### config.mk
export PLATFORM = sky130hd
export DESIGN_NAME = multicycle_adder
export DESIGN_NICKNAME = d
export VERILOG_FILES = /design/src/rtl/multicycle_adder.sv
export SDC_FILE = /design/constraint.sdc
export NUM_CORES = 1
export LEC_CHECK = 0
export CORE_ASPECT_RATIO = 0.7
export CORE_UTILIZATION = 57
export CTS_BUF_LIST = sky130_fd_sc_hd__clkbuf_8 sky130_fd_sc_hd__clkbuf_16
export CTS_CLUSTER_SIZE = 25
export DETAILED_ROUTE_END_ITERATION = 8
export GPL_TIMING_DRIVEN = 0
export PLACE_DENSITY = 0.85
export SYNTH_ARGS = -nofsm -noshare
export SYNTH_HDL_FRONTEND = slang
export SYNTH_SLANG_ARGS = --single-unit
### constraint.sdc
create_clock -name clk -period 8.5 [get_ports clk]
set_input_delay 0.85 -clock clk [delete_from_list [all_inputs] [get_ports clk]]
set_output_delay 0.85 -clock clk [all_outputs]
set_load 0.05 [all_outputs]
### src/rtl/multicycle_adder.sv
// Multicycle adder/subtractor: accepts WIDTH-bit operands, adds one STEP-bit
// chunk per clock (LSB chunk first) and presents sum/cout/ovf with a
// valid/ready handshake. Subtraction is performed as a + ~b + ~cin.
module multicycle_adder #(
  parameter int WIDTH = 16,
  parameter int STEP  = 4
) (
  input  logic             clk,
  input  logic             rst_n,
  input  logic             in_valid,
  output logic             in_ready,
  input  logic [WIDTH-1:0] a,
  input  logic [WIDTH-1:0] b,
  input  logic             cin,
  input  logic             sub,
  output logic             out_valid,
  input  logic             out_ready,
  output logic [WIDTH-1:0] sum,
  output logic             cout,
  output logic             ovf
);

  // Guarded so an illegal STEP does not also trigger a divide-by-zero.
  localparam int N    = (STEP >= 1) ? WIDTH / STEP : 1;
  localparam int IDXW = (N > 1) ? $clog2(N) : 1;

  if (STEP < 1 || (WIDTH % STEP) != 0) begin : g_bad_params
    $error("multicycle_adder: STEP must be >= 1 and divide WIDTH");
  end

  typedef enum logic [1:0] {IDLE, RUN, DONE} state_t;

  state_t            state, state_next;
  logic [WIDTH-1:0]  op_a, op_b, acc, acc_next;
  logic              carry;
  logic [IDXW-1:0]   idx;
  logic              accept, last_chunk;
  int unsigned       base;
  logic [STEP-1:0]   chunk_a, chunk_b;
  logic [STEP:0]     chunk_res;
  logic              ovf_next;

  assign in_ready   = (state == IDLE);
  assign out_valid  = (state == DONE);
  assign accept     = in_valid && in_ready;
  assign last_chunk = (idx == IDXW'(N - 1));

  // Chunk datapath: add the current chunk and merge it into the accumulator.
  // Carry into the MSB is recovered as a^b^s of the top bit, so ovf needs no
  // separate split of the final chunk.
  always_comb begin
    base      = STEP * int'(idx);
    chunk_a   = op_a[base +: STEP];
    chunk_b   = op_b[base +: STEP];
    chunk_res = {1'b0, chunk_a} + {1'b0, chunk_b} + {{STEP{1'b0}}, carry};
    acc_next  = acc;
    acc_next[base +: STEP] = chunk_res[STEP-1:0];
    ovf_next  = chunk_a[STEP-1] ^ chunk_b[STEP-1] ^ chunk_res[STEP-1] ^ chunk_res[STEP];
  end

  // State register.
  always_ff @(posedge clk or negedge rst_n) begin
    if (!rst_n) state <= IDLE;
    else        state <= state_next;
  end

  // Next-state logic.
  always_comb begin
    state_next = state;
    case (state)
      IDLE:    if (accept)     state_next = RUN;
      RUN:     if (last_chunk) state_next = DONE;
      DONE:    if (out_ready)  state_next = IDLE;
      default:                 state_next = IDLE;
    endcase
  end

  // Operand capture, chunk iteration and result registers.
  always_ff @(posedge clk or negedge rst_n) begin
    if (!rst_n) begin
      op_a  <= '0;
      op_b  <= '0;
      acc   <= '0;
      carry <= 1'b0;
      idx   <= '0;
      sum   <= '0;
      cout  <= 1'b0;
      ovf   <= 1'b0;
    end else if (accept) begin
      op_a  <= a;
      op_b  <= sub ? ~b : b;
      carry <= cin ^ sub;
      idx   <= '0;
    end else if (state == RUN) begin
      acc   <= acc_next;
      carry <= chunk_res[STEP];
      idx   <= idx + 1'b1;
      if (last_chunk) begin
        sum  <= acc_next;
        cout <= chunk_res[STEP];
        ovf  <= ovf_next;
      end
    end
  end

endmodule

==> impl_metrics.csv <==
group,metric,value,unit
run_status,status,"completed",
worst_setup_path,cp-start-kind,"flip-flop",
synth,synth_cells,329,
grt,antenna_found_initial,0,
synth,synth_edf_count,0,
grt,grt_pass1_wl,12700,um
worst_setup_path,path_max_fanout,10,
synth,synth_area_leader_cell,"dfrtp_1",
timing,tns,0,ns
die,ios,58,
timing,clock.fmax,310,MHz
placed_design,port_buffers,56,
placed_design,dp.cells,460,
cts,path_clk_slew,0.08,ns
layout,syn2layout_area_growth,25.7,%
cts,cts_root_buf,"clkbuf_8",
timing,setup_viol_count_final,0,
power,peakVddDrop,0.183,mV
timing,min_period,3.23,ns
worst_setup_path,crit_buf_inv,1,
worst_setup_path,worstSetupPathType,"flip-flop to flip-flop",
synth,synth.distinct_cells,33,
power,p_leak,1.94,nW
worst_setup_path,cpMaxStageDelayCell,"mux4_2",
grt,grt_max_degree,72,
placed_design,dpl.hpwl,5590,um
grt,grt_remaining_overflow,0,
timing,finalHoldViolations,0,
cts,cts_buffer_depth,2,
synth,synth.yosys.seq_area_share,51.7,%
worst_setup_path,critPathTopFamily,"adder cells",
timing,rsz0062_at_grt,"false",
die,die_x,94.8,um
cts,postCtsResizedCells,0,
cts,cts.sinks,71,
timing,worst_pin_slew,0.898,ns
timing,maxSlewHeadroom,40.1,%
synth,async_reset_ff_share,100,%
die,core_area,5780,sq um
layout,fillers,425,
worst_setup_path,cp.required,8.79,ns
synth,synthTopCellsByCount,"nand2_1, dfrtp_1, o21ai_0, xnor2_1, a21oi_1",
layout,num_antenna_cells,0,
detailed_routing,first_iter_violations,184,
cts,cts-hold-fix-buffers,0,
grt,grt_pass1_vias,2603,
detailed_routing,drc,0,
power,p_per_area,436,nW/um^2
synth,synth_top_area_share,51.7,%
placed_design,post-place-ws,5.26,ns
timing,finalCritPeriodShare,38.0,%
worst_setup_path,worstPathCellList,"buf_4 > mux4_2 > fa_1 > fa_1 > xor2_1 > and2_1 > a22o_1",
worst_setup_path,end_kind,"flip-flop",
layout,layout.nets,445,
layout,layoutNonFillerInstCount,476,
flow_run,cap_violations,0,
detailed_routing,viasPerCell,5.69,
cts,post_cts_buffers,0,
grt,grt_usage,27.7,%
synth,synth.area.top_cells,"dfrtp_1, nand2_1, xnor2_1, mux4_2, o21ai_0",
cts,cts_tree,"yes",
detailed_routing,wl_per_cell,16.3,um
synth,synthFlopType,"dfrtp_1",
detailed_routing,vias,2707,
layout,utilization,74.7,%
cts,numCtsBuffers,9,
synth,synth.avg_cell_area,10.5,sq um
timing,setup_ws,5.27,ns
synth,post-synth-top-count-cell,"nand2_1",
worst_setup_path,path_common_cell,"fa_1",
die,num_rows,23,
die,fp.dieArea,6350,sq um
detailed_routing,drtPass1Iterations,4,
power,power,1.88,mW
detailed_routing,wirelength,7750,um
cts,htree_levels,3,
worst_setup_path,max_stage_delay,0.56,ns
placed_design,gp_congestion,0.846,
hold_path,hp-class,"flip-flop to flip-flop",
worst_setup_path,cp.arrival,3.52,ns
timing,finalMaxSlewViolations,0,
die,initial_core_util,59.5,%
detailed_routing,ant_nets,0,
timing,skew,0.00731,ns
synth,yosysWarnings,0,
synth,synth_fp_nets,378,
synth,netlist_area,3440,sq um
cts,worst_skew_pair.late_latency,0.35,ns
synth,ys_seq_elements,71,
die,die_h,67.0,um
layout,layout-drive-gt1-share,10.7,%
==> sequential cells by signal, summed over array words and instances (netlist names) <==
name   flops
ovf        1
idx        2
state      2
cout       1
op_a      16
carry      1
op_b      16
acc       16
sum       16
==> report_power, final <==
group / switching, mW / leakage (nW) / internal [mW] / total (mW)
registers: 0.0797 / 0.925 / 0.473 / 0.553
logic: 0.653 / 0.907 / 0.370 / 1.02
clock network: 0.126 / 0.112 / 0.181 / 0.307
total: 0.859 / 1.94 / 1.02 / 1.88
==> worst reg2reg max path: stages (launching register included) <==
cell     delay [ns]
dfrtp_1        0.51
buf_4          0.28
mux4_2         0.56
fa_1           0.45
fa_1           0.42
xor2_1         0.45
and2_1         0.33
a22o_1         0.18
==> layout by cell type (no fill, tap or decap), types with 6 or more instances in the layout <==
cell and count:
a21oi_1 17, a32o_1 12, buf_2 9, buf_4 7, clkbuf_1 6, clkbuf_8 11
clkdlybuf4s50_1 55, dfrtp_1 71, ha_1 9, mux4_2 7, nand2_1 85, nand3_1 6
nor2b_1 13, o21ai_0 27, o21ai_1 10, xnor2_1 19
==> metal layers <==
| metal | part of all wire (%) | wire [um] | GRT usage (%) |
|---|---|---|---|
| met5 | 0 | 0 | 0 |
| met4 | 1.7 | 134 | 10.0 |
| met3 | 6.3 | 489 | 7.31 |
| met2 | 47 | 3660 | 41.5 |
| met1 | 45 | 3470 | 38.9 |
==> stage by stage <==
stage	area [sq um]	hold slack, ns
2_1_floorplan	3440	0.440
3_3_place_gp	4090	0.454
3_5_place_dp	4090	0.469
4_1_cts	4320	0.485
5_1_grt	4320	0.509
6_report	4320	0.481
==> final timing paths <==
path	cells past startpoint	end	from	slack [ns]
setup reg to reg	7	acc[2]	idx[0]	5.27
hold / removal	2	sum[9]	sum[9]	0.48
setup / recovery	7	acc[2]	idx[0]	5.27
hold reg to reg	2	sum[9]	sum[9]	0.48
max in group asynchronous	1	acc[9]	rst_n	7.29
min in group asynchronous	1	op_a[1]	rst_n	0.61
==> area by class of cell <==
class / count / area (sq um) / area share [%]
tap: 75 / 93.8 / 2.17
buffer: 21 / 113 / 2.60
timing repair buffer: 56 / 558 / 12.9
sequential: 71 / 1780 / 41.1
multi-input combinational: 234 / 1540 / 35.6
clock inverter: 5 / 80.1 / 1.85
inverter: 3 / 11.3 / 0.260
clock buffer: 11 / 151 / 3.50
==> kinds of logic after synthesis <==
kind of cell               after synthesis  synth area share, %
AOI/OAI and AO/OA                       75                 13.8
and+or+nand+nor                        119                 15.9
adders and majority gates               11                 4.44
buffers and inverters                   24                 3.60
xor gates and xnor gates                21                 5.35
muxes                                    8                 5.35
DFF                                     71                 51.7
Power figures use the tool's default switching activity.
==> RTL change (same flow settings) <==
The parameter `STEP` goes from 4 to 8.
--- a/src/rtl/multicycle_adder.sv
+++ b/src/rtl/multicycle_adder.sv
@@ -3,7 +3,7 @@
 // valid/ready handshake. Subtraction is performed as a + ~b + ~cin.
 module multicycle_adder #(
   parameter int WIDTH = 16,
-  parameter int STEP  = 4
+  parameter int STEP  = 8
 ) (
   input  logic             clk,
   input  logic             rst_n,
Check against the original RTL: not equivalent (Yosys sat finds a counterexample within 4 cycles, from zero or initial values and one cycle with rst_n low).
==> RTL change against the unedited design <==
- via count shrank 21%
- count of clock-buffer cells in the layout down 1
- sequential share of layout area down 0.067 points
- design area decreased by 13%
- synthesized cell count decreased by 20%
- largest cell class unchanged
- highest routed layer unchanged
- critical path depth rose by 2
- critical path type unchanged
- wire length down 19%
- worst setup slack worse by 10 ps
- sequential cell count down 9
- area after synthesis fell by 14%
- worst hold slack got worse by 0.68 ps
Power is left out: the tool's default activity adds up to more than one toggle a clock period on the data nets, which glitch-free logic cannot reach.
==> RTL change: results (changes against the unedited design) <==
<table>
<tr><th>Metric</th><th>Value</th></tr>
<tr><th colspan="2">Yosys</th></tr>
<tr><td>Fraction of the mapped netlist area in adder cells</td><td>4.31% (-0.13 points)</td></tr>
<tr><td>Number of unique standard cell types used by synthesis</td><td>32 (-3.0%)</td></tr>
<tr><td>Mux cell area share after synthesis</td><td>15.9% (+11 points)</td></tr>
<tr><td>Synthesized net count</td><td>309 (-18%)</td></tr>
<tr><td>Post-synthesis compound-gate area fraction</td><td>9.16% (-4.6 points)</td></tr>
<tr><td>Top post-synthesis cells by count</td><td>sky130_fd_sc_hd__dfrtp_1 (62), sky130_fd_sc_hd__mux2_2 (40), sky130_fd_sc_hd__nor2_1 (22)</td></tr>
<tr><td>Top area cells in the synthesized netlist</td><td>sky130_fd_sc_hd__dfrtp_1 (52%), sky130_fd_sc_hd__mux2_2 (15%), sky130_fd_sc_hd__xnor2_1 (5.3%), sky130_fd_sc_hd__a21oi_1 (3.4%), sky130_fd_sc_hd__ha_1 (3.0%)</td></tr>
<tr><th colspan="2">Global route</th></tr>
<tr><td>Via count of the first global-routing pass</td><td>2192 (-16%)</td></tr>
<tr><td>Pin count of the biggest net entering global routing</td><td>34 (-53%)</td></tr>
<tr><td>All-layer global routing usage</td><td>26.6% (-1.1 points)</td></tr>
<tr><td>First-pass GRT wire length</td><td>10700 um (-16%)</td></tr>
<tr><th colspan="2">Route</th></tr>
<tr><td>Wire length per cell after detailed routing</td><td>15.7 um (-3.8%)</td></tr>
<tr><td>Initial DRC Count</td><td>142 (-23%)</td></tr>
<tr><td>Vias</td><td>2127 (-21%)</td></tr>
<tr><th colspan="2">Run status</th></tr>
<tr><td>Result of the run</td><td>finished clean</td></tr>
<tr><th colspan="2">Cells and area</th></tr>
<tr><td>Number of inserted filler cells in the final layout</td><td>353 (-17%)</td></tr>
<tr><td>Final layout net count</td><td>377 (-15%)</td></tr>
<tr><td>Share of post-route cells with drive strength above 1</td><td>18.0% (+7.3 points)</td></tr>
<tr><th colspan="2">Timing</th></tr>
<tr><td>Slew at the pin closest to its max-slew limit</td><td>671 ps (-227 ps)</td></tr>
<tr><td>Largest clock skew in the final design</td><td>5.76 ps (-1.55 ps)</td></tr>
<tr><th colspan="2">Critical path</th></tr>
<tr><td>Slowest library cell on the worst path</td><td>sky130_fd_sc_hd__a221oi_1</td></tr>
<tr><td>Kind of cell adding the most delay to the critical path</td><td>compound AO/OA/AOI/OAI gates</td></tr>
<tr><th colspan="2">Clock tree</th></tr>
<tr><td>Clock transition at the registers of the reported paths</td><td>60 ps (-20 ps)</td></tr>
<tr><th colspan="2">Place</th></tr>
<tr><td>Detailed placer's ending HPWL</td><td>4670 um (-16%)</td></tr>
<tr><td>Placer Congestion</td><td>0.847 (+0.14%)</td></tr>
</table>
==> RTL change: changes by cell type after synthesis, moves of 5 or more <==
cell,delta
sky130_fd_sc_hd__nor2_1,+21
sky130_fd_sc_hd__mux4_2,-7
sky130_fd_sc_hd__nand2_1,-64
sky130_fd_sc_hd__o21ai_0,-15
sky130_fd_sc_hd__dfrtp_1,-9
sky130_fd_sc_hd__buf_4,-6
sky130_fd_sc_hd__mux2_2,+40
sky130_fd_sc_hd__o21ai_1,-9
sky130_fd_sc_hd__clkbuf_1,+5
sky130_fd_sc_hd__nor2b_1,-10
sky130_fd_sc_hd__a32o_1,-12
==> RTL change: worst paths after layout <==
| check | from | to | slack (ps) |
|---|---|---|---|
| min in group asynchronous | rst_n | op_a[5] | 540 |
| min | acc[3] | acc[3] | 480 |
| max | idx | ovf | 5260 |
| min reg2reg | acc[3] | acc[3] | 480 |
| max reg2reg | idx | ovf | 5260 |
| max in group asynchronous | rst_n | acc[7] | 7350 |
==> RTL change: layout make-up <==
type,count,area share (%)
buffer,17,1.85
clock buffer,10,3.64
clock inverter,4,0.463
inverter,4,0.397
multi-input combinational,179,35.1
sequential,62,41.0
tap,69,2.28
timing repair buffer,57,15.2
==> RTL change: stage by stage <==
stage | setup WS (ps) | utilization, % | hold WS [ps] | instances | area (sq um)
2_1_floorplan | 5670 | - | 445 | 262 | 2960
3_3_place_gp | 4670 | 73.9 | 465 | 387 | 3610
3_5_place_dp | 5310 | 74.2 | 467 | 388 | 3630
4_1_cts | 5300 | 77.4 | 482 | 402 | 3780
5_1_grt | 5030 | 77.4 | 501 | 402 | 3780
6_report | 5260 | 77.4 | 481 | 402 | 3780
==> RTL change: layer usage <==
metal  part of all wire, %  track usage (%)
met2                    45             38.6
met1                    46             37.4
met3                   8.0             9.84
met5                     0                0
met4                   1.7             8.27
